**src/rtl/mpmc11_pkg.sv**
```systemverilog
// Shared types and default constants for the MPMC11 application write-data path.
package mpmc11_pkg;

   typedef enum logic [1:0] {
      IDLE = 2'd0,
      XFER = 2'd1,
      DONE = 2'd2
   } mpmc11_wdf_state_t;

   localparam int MPMC11_WDF_BEATS = 4;
   localparam int MPMC11_WDF_TMO   = 255;
   localparam int MPMC11_WDF_LEN_W = 4;

endpackage

```
**src/rtl/mpmc11_app_wdf_burst_gen.sv**
```systemverilog
// Streams one latched write burst into the memory controller's write-data FIFO.
// Optional stall abort: define MPMC11_WDF_TIMEOUT_EN to enable the wdf_rdy-low timeout.
module mpmc11_app_wdf_burst_gen
   import mpmc11_pkg::*;
#(
   parameter int BEATS = MPMC11_WDF_BEATS,
   parameter int DW    = 128,
   parameter int TMO   = MPMC11_WDF_TMO
) (
   input  logic                        clk,
   input  logic                        rst,
   input  logic                        start,
   input  logic [MPMC11_WDF_LEN_W-1:0] len,
   input  logic [BEATS*DW-1:0]         line_i,
   input  logic [BEATS*DW/8-1:0]       mask_i,
   input  logic                        wdf_rdy,
   output logic                        wdf_wren,
   output logic                        wdf_end,
   output logic [DW-1:0]               wdf_data,
   output logic [DW/8-1:0]             wdf_mask,
   output logic                        busy,
   output logic                        done,
   output logic                        timeout
);

   localparam int MW = DW / 8;
   localparam logic [MPMC11_WDF_LEN_W-1:0] LEN_MAX = MPMC11_WDF_LEN_W'(BEATS - 1);

   if (BEATS < 1 || BEATS > 16 || (DW % 8) != 0 || TMO < 1) begin : g_param_check
      $error("mpmc11_app_wdf_burst_gen: illegal parameter set");
   end

   mpmc11_wdf_state_t             state_q, state_d;
   logic [MPMC11_WDF_LEN_W-1:0]   beat_cnt_q;
   logic [MPMC11_WDF_LEN_W-1:0]   len_q;
   logic [BEATS*DW-1:0]           line_q;
   logic [BEATS*MW-1:0]           mask_q;
   logic                          accept;
   logic                          tmo_hit;

   assign accept = wdf_wren & wdf_rdy;

`ifdef MPMC11_WDF_TIMEOUT_EN
   localparam int SW = (TMO > 1) ? $clog2(TMO) : 1;

   logic [SW-1:0] stall_q;
   logic          timeout_q;

   // The TMO-th consecutive stalled XFER cycle aborts the burst.
   assign tmo_hit = (state_q == XFER) && !wdf_rdy && (stall_q == SW'(TMO - 1));

   always_ff @(posedge clk) begin
      if (rst) begin
         stall_q   <= '0;
         timeout_q <= 1'b0;
      end else begin
         timeout_q <= tmo_hit;
         if (state_q != XFER || wdf_rdy) stall_q <= '0;
         else                            stall_q <= stall_q + SW'(1);
      end
   end

   assign timeout = timeout_q;
`else
   assign tmo_hit = 1'b0;
   assign timeout = 1'b0;
`endif

   // NOTE: sequential state uses non-blocking assignments so every register samples pre-edge values.
   always_ff @(posedge clk) begin
      if (rst) state_q <= IDLE;
      else     state_q <= state_d;
   end

   // NOTE: state_d gets a default first so no path through the case can infer a latch.
   always_comb begin
      state_d = state_q;
      case (state_q)
         IDLE:    if (start) state_d = XFER;
         XFER: begin
            if (accept && wdf_end) state_d = DONE;
            else if (tmo_hit)      state_d = IDLE;
         end
         DONE:    state_d = IDLE;
         default: state_d = IDLE;
      endcase
   end

   always_comb begin
      wdf_wren = (state_q == XFER);
      busy     = (state_q != IDLE);
      done     = (state_q == DONE);
      wdf_end  = wdf_wren && (beat_cnt_q == len_q);
      wdf_data = '0;
      wdf_mask = '0;
      // Outside XFER the counter may point past the last beat, so the mux is gated.
      if (wdf_wren) begin
         wdf_data = line_q[int'(beat_cnt_q)*DW +: DW];
         wdf_mask = mask_q[int'(beat_cnt_q)*MW +: MW];
      end
   end

   // NOTE: the wide burst buffer is reset too, so wdf_data/wdf_mask read back as zero after reset.
   always_ff @(posedge clk) begin
      if (rst) begin
         beat_cnt_q <= '0;
         len_q      <= '0;
         line_q     <= '0;
         mask_q     <= '0;
      end else if (state_q == IDLE && start) begin
         beat_cnt_q <= '0;
         len_q      <= (len > LEN_MAX) ? LEN_MAX : len;
         line_q     <= line_i;
         mask_q     <= mask_i;
      end else if (accept) begin
         beat_cnt_q <= beat_cnt_q + MPMC11_WDF_LEN_W'(1);
      end
   end

endmodule

```
**config.mk**
```make
export PLATFORM = sky130hd
export DESIGN_NAME = mpmc11_app_wdf_burst_gen
export DESIGN_NICKNAME = d
export VERILOG_FILES = /design/src/rtl/mpmc11_pkg.sv /design/src/rtl/mpmc11_app_wdf_burst_gen.sv
export SDC_FILE = /design/constraint.sdc
export NUM_CORES = 1
export LEC_CHECK = 0
export ABC_AREA = 1
export CAP_MARGIN = 40
export CORE_AREA = 2 2 283 285
export CTS_CLUSTER_SIZE = 30
export DETAILED_ROUTE_END_ITERATION = 8
export DIE_AREA = 0 0 285 287
export SYNTH_ARGS = -nofsm -noshare
export SYNTH_HDL_FRONTEND = slang
export SYNTH_SLANG_ARGS = --single-unit
```
**constraint.sdc**
```tcl
create_clock -name clk -period 1.4 [get_ports clk]
set_input_delay 0.28 -clock clk [delete_from_list [all_inputs] [get_ports clk]]
set_output_delay 0.28 -clock clk [all_outputs]
set_load 0.05 [all_outputs]
```
# [Yosys cells after proc, flatten, opt, wreduce, memory -nomap -nowiden]
# Cells that the tools add are included.
[classes] addsub=1 magnitude_cmp=1 eq_ne=5 n_shift=2 muxes=6 n_bitwise=1 reduce_logical=7
[op_table] op="$shiftx A512 B12 Y128" count=1
[op_table] op="$mux W128" count=1
[op_table] op="$shiftx A64 B9 Y16" count=1
[op_table] op="$mux W16" count=1
[op_table] op="$add A4 B1 Y4 const B" count=1
[op_table] op="$eq A4 B4 Y1" count=1
[op_table] op="$gt A4 B2 Y1 const B" count=1
[op_table] op="$mux W2" count=2
[op_table] op="$mux W4" count=1
[op_table] op="$pmux W2 S2" count=1
[op_table] op="$logic_and A1 B1 Y1" count=3
[op_table] op="$eq A2 B1 Y1 const B" count=1
[op_table] op="$eq A2 B2 Y1 const B" count=1
[op_table] op="$logic_not A2 Y1" count=1
[op_table] op="$ne A2 B1 Y1 const B" count=1
[op_table] op="$ne A2 B2 Y1 const B" count=1
[op_table] op="$reduce_and A2 Y1" count=1
[op_table] op="$reduce_bool A2 Y1" count=1
[op_table] op="$reduce_or A2 Y1" count=1
[op_table] op="$and A1 B1 Y1" count=1
[word_totals] ff_bits=586 in_bits=584 output_inout_bits=149 wordCells=28

# [Logic depth before layout (Yosys ltp)]
[depth] ltp_word=5 mapped_depth=9

# [Worst setup path before layout]
# OpenSTA, ideal clock, no wires.
[synth_path] path_kind="register -> output" from="register state_q[1]" to="output port wdf_data[100]" t_arrival_ns=1.995 required_time_ns=1.120 setup_slack_ns=-0.875 path_stages_with_launch=8 n_path_buf=2 path_cell_list="dfxtp_1 -> inv_2 -> nand2_1 -> inv_2 -> nand3_2 -> buf_2 -> buf_1 -> a21oi_1"
[synth_between] elab_chain_len=2
[synth_lines] item="start: declaration" line="mpmc11_app_wdf_burst_gen.sv:33" rtl="mpmc11_wdf_state_t state_q, state_d;"
[synth_lines] item="start signal: assignment" line="mpmc11_app_wdf_burst_gen.sv:72" rtl="else state_q <= state_d;"
[synth_lines] item="$eq A2 B1 Y1" line="mpmc11_app_wdf_burst_gen.sv:90" rtl="wdf_wren = (state_q == XFER);"
[synth_lines] item="via wdf_wren" line="mpmc11_app_wdf_burst_gen.sv:17" rtl="output logic wdf_wren,"
[synth_lines] item="$mux W128" line="mpmc11_app_wdf_burst_gen.sv:97" rtl="if (wdf_wren) begin"
[synth_lines] item="end: declaration" line="mpmc11_app_wdf_burst_gen.sv:19" rtl="output logic [DW-1:0] wdf_data,"
# The timed path passes the listed nets, and every way through them passes these cells.

# [Worst setup path in the final report]
[layout_path] from="register beat_cnt_q[0]" to="output port wdf_data[31]"
[layout_between] elab_chain_len=2
[layout_lines] item="start: declaration" line="mpmc11_app_wdf_burst_gen.sv:34" rtl="logic [MPMC11_WDF_LEN_W-1:0] beat_cnt_q;"
[layout_lines] item="start signal: assignment" line="mpmc11_app_wdf_burst_gen.sv:116" rtl="beat_cnt_q <= beat_cnt_q + MPMC11_WDF_LEN_W'(1);"
[layout_lines] item="$shiftx A512 B12 Y128" line="mpmc11_app_wdf_burst_gen.sv:98" rtl="wdf_data = line_q[int'(beat_cnt_q)*DW +: DW];"
[layout_lines] item="$mux W128" line="mpmc11_app_wdf_burst_gen.sv:97"
# Every way passes these cells.

==> results.txt <==
* Port bufs: 731
* Most used routing layer in global routing: met2
* Vias in the first global route: 26568
- TritonCTS clock tree: done
* Multiplexer area fraction after synthesis: 0
* Start-to-end type of the worst setup path: reg -> out
- Detail-routed via count per cell: around 4.8
* Unrepaired setup endpoints after global routing: true
* Maximum number of pins on one net before global-route repair: 74
- Post-synthesis adder-cell area fraction: 0.000502
- Summing every instance area after synthesis gives 24900 µm².
* Critical path data required time: 1.12 ns
- Cell type with the highest occurrence count on the critical path: sky130_fd_sc_hd__buf_12
- Number of setup violations in the final report: 732
- In this run the clock root is driven by a sky130_fd_sc_hd__clkbuf_16.
- Routed length per placed instance: 18.6 µm
* Top cell type by total area after synthesis: sky130_fd_sc_hd__dfxtp_1
* Total power density per cell area: 1180 nW/µm²
- Among all stages on the critical path, the largest delay is contributed by sky130_fd_sc_hd__dfxtp_4.
* Wire length of the first global-routing pass: 156000 µm
- Clock latency on the worst-skew pair, taken at its later pin, is 0.61 ns.
- Min-Delay Path Class: in -> reg
- Seq/Total Area, Yosys: 0.470
* Cells after DPL: between 5000 and 6000
- Placement Rows: 103
- DIE AREA: 81800 µm²
* Grt total ovfl: 0
* PnR worst setup slack: -1.03 ns
- Cell breakdown of the critical path: buf_12, inv_12, buf_12, buf_12, o21ai_1, a21oi_1, buf_4, buf_12
- For met1 alone, demand over resource in global routing was 0.309.
- Routability-driven placement finished with a final weighted congestion of 0.915.
- Type of origin of the critical path: flop
* Failing checks: negative setup slack
- Once layout is complete, the cells apart from fillers number 5630.
- Ratio of cells with drive above 1 in the final layout: 0.173
- VDD sags by at most roughly 1000 µV.
* Number of warnings printed during yosys synthesis: 0
* Die Span Y: 287 µm
- The longest clock path from root to sink contains 3 buffers.
* Arrival time reported for the critical path endpoint: 2.15 ns
* Total clock buffers created by CTS: 67
- Clock-pin slew was measured on the worst setup and hold paths at 0.06 ns.
- Ranked by total cell area, the synthesized netlist is headed by sky130_fd_sc_hd__dfxtp_1 (47%), sky130_fd_sc_hd__nor2_1 (26%), sky130_fd_sc_hd__o21ai_0 (16%).
- Crit path time final: 2.43 ns
* Outcome: finished with violations
* Number of vias after detailed routing: about 27000
- The number of max-slew violations in the final report came to 0.
- The die is 285 µm wide.
- Avg Synthesized Cell Area: 6.75 µm²
* Hold-fix buffers, CTS: 0
- Based on the critical path, the design can be clocked at up to just over 400 MHz.
- Synth unique cells: 20
* Total global-route track usage: 0.245
- In this run, the number of DRC markers left after iteration 0 of detailed routing was 1702.
- The core region is 78600 µm².
- After filler insertion, the fill cell instance count of the layout stands at 7508.
- Largest clock skew in the final design: 0.0293 ns
- The H-tree was split into 3 levels.
- Period Utilization, post-route: 1.74
- By area, the combinational part of the netlist is dominated by simple AND/OR/NAND/NOR gates.
- From synthesis to final layout, the design area changed by 65.7%.
- In the routed design, unresolved DRC markers number 0.
- Total Routed Length: about 100000 µm
- The tree built by TritonCTS fans out to 586 sinks.
* Portion of synthesized cell area occupied by the leading cell type: 0.470
- Crit Path Max Fanout: 19
* Endpoint type of the worst setup path: output port
- Synth Area in XOR/XNOR: 0
- Synthesis inferred 586 register bits.
- Estimated wirelength of the detail-placed design: 75500 µm
* Post-synthesis compound-gate area fraction: 0.204
- Initial Utilization: 0.317
* Number of antenna violations at the first check in global routing: 19
- Fraction of met2 tracks used by global routing: 0.411
- Of the total synthesized cell area, the portion taken by AND, OR, NAND and NOR gates is 0.267.
* Post-Place Cell Area: 37900 µm²
- The tool flagged a number of max-cap violations equal to 0.
- Nets@finish: between 5000 and 6000
- Final Hold Viols: 0
* Final ANT Viol Nets: 0
* Leakage power summed over all cells: 16.0 nW
- When the netlist entered floorplanning its net count stood at 4279.
* Layout Cell Area excl Fill: between 40000 and 50000 µm²
* CP peak stage delay: around 0.37 ns
- For this run, the detailed router's first-pass iteration total came to 5.
- Synthesis handed over a netlist of 3694 instances.
- GR met3 Demand/Resource: 0.0453
- I/O pin count: 733
==> metal layers <==
metal | vias to the layer above | routed length, µm | part of all wire
li1 | 13611 | - | -
met1 | 12571 | 44200 | 0.42
met2 | 806 | 50400 | 0.48
met3 | 205 | 6110 | 0.058
met4 | 10 | 4060 | 0.039
met5 | - | 70 | 0.00067
==> report_power, final <==
part           total [W]  internal, W  switching, W  leakage [nW]
Sequential        0.0192       0.0183      0.000874          4.86
Combinational     0.0117      0.00552       0.00621          10.1
Clock             0.0177       0.0103       0.00740          1.08
==> synth_stat cells <==
cell,instances
sky130_fd_sc_hd__nor2_1,1738
sky130_fd_sc_hd__o21ai_0,784
sky130_fd_sc_hd__dfxtp_1,586
sky130_fd_sc_hd__a21oi_1,149
sky130_fd_sc_hd__clkbuf_1,138
sky130_fd_sc_hd__o21ai_1,83
sky130_fd_sc_hd__buf_2,74
sky130_fd_sc_hd__clkbuf_2,58
sky130_fd_sc_hd__nand2_1,22
sky130_fd_sc_hd__buf_4,20
sky130_fd_sc_hd__buf_1,13
sky130_fd_sc_hd__inv_1,12
sky130_fd_sc_hd__inv_2,5
sky130_fd_sc_hd__nand3_1,3
sky130_fd_sc_hd__nor3_1,3
sky130_fd_sc_hd__nand3_2,2
sky130_fd_sc_hd__buf_6,1
sky130_fd_sc_hd__conb_1,1
sky130_fd_sc_hd__ha_1,1
sky130_fd_sc_hd__nor2_2,1
==> state kept, by name, indices dropped and copies added (netlist names) <==
signal,cells
line_q,512
mask_q,64
beat_cnt_q,4
len_q,4
state_q,2
==> area by class of cell <==
class                           instances  area, µm²  area share
Multi-Input combinational cell       2787      13200       0.320
Tap cell                             1050       1310      0.0318
Sequential cell                       586      11700       0.284
Clock buffer                           96       1940      0.0469
Inverter                               17        108     0.00260
Clock inverter                         21        268     0.00648
Timing Repair Buffer                 1059      12700       0.307
Antenna cell                           14       35.0    0.000847
==> cell families after synthesis <==
group | count (synthesis)
compound gates | 1016
flops | 586
other cells | 1
simple gates | 1769
buf+inv | 321
fa+ha+maj | 1
==> timing repair <==
| item | in CTS | in global routing |
|---|---|---|
| buffers inserted | 12 | 4 |
| hold endpoints to repair | 0 | 0 |
| pin swaps | 15 | 31 |
| gates cloned | 9 | 7 |
| setup endpoints to repair | 731 | 734 |
| resized for setup | 115 | 114 |
==> through the flow <==
step	hold slack, ns	worst slack, ns	power (W)	setup TNS (ns)	utilization
detailed placement	0.442	-0.677	0.0306	-295.82	0.483
global placement	0.443	-0.647	0.0305	-298.84	0.483
finish	0.287	-1.03	0.0486	-256.94	0.526
CTS	0.244	-1.08	0.0488	-274.57	0.519
floorplan	0.342	-0.585	0.0251	-44.82	-
global route	0.278	-1.13	0.0508	-323.87	0.526
==> worst paths after layout <==
check | from | to | slack, ns | depth (start not counted)
max | beat_cnt_q[0] | wdf_data[31] | -1.03 | 8
min | line_i[12] | line_q[12] | 0.29 | 3
max reg2reg | state_q[1] | line_q[413] | -0.42 | 9
min reg2reg | len_q[2] | len_q[2] | 0.45 | 2
==> placed cells by master (no fill, tap or decap), types with 18 or more instances in the layout <==
cell type,synthesis,routed
sky130_fd_sc_hd__clkbuf_16,0,75
sky130_fd_sc_hd__o21ai_0,784,596
sky130_fd_sc_hd__dfxtp_1,586,583
sky130_fd_sc_hd__nor2_1,1738,1715
sky130_fd_sc_hd__o21ai_2,0,42
sky130_fd_sc_hd__a21oi_4,0,95
sky130_fd_sc_hd__a21oi_2,0,36
sky130_fd_sc_hd__clkdlybuf4s50_1,0,583
sky130_fd_sc_hd__nand2_1,22,21
sky130_fd_sc_hd__a21oi_1,149,18
sky130_fd_sc_hd__buf_4,20,215
sky130_fd_sc_hd__nor2_2,1,20
sky130_fd_sc_hd__buf_12,0,219
sky130_fd_sc_hd__o21ai_1,83,228
==> worst max-delay path: cells and delay by family (launching register included) <==
kind,cells,cell delay [ns]
buf+inv,6,0.86
flops,1,0.37
compound gates,2,0.30
Power figures use the tool's default switching activity.
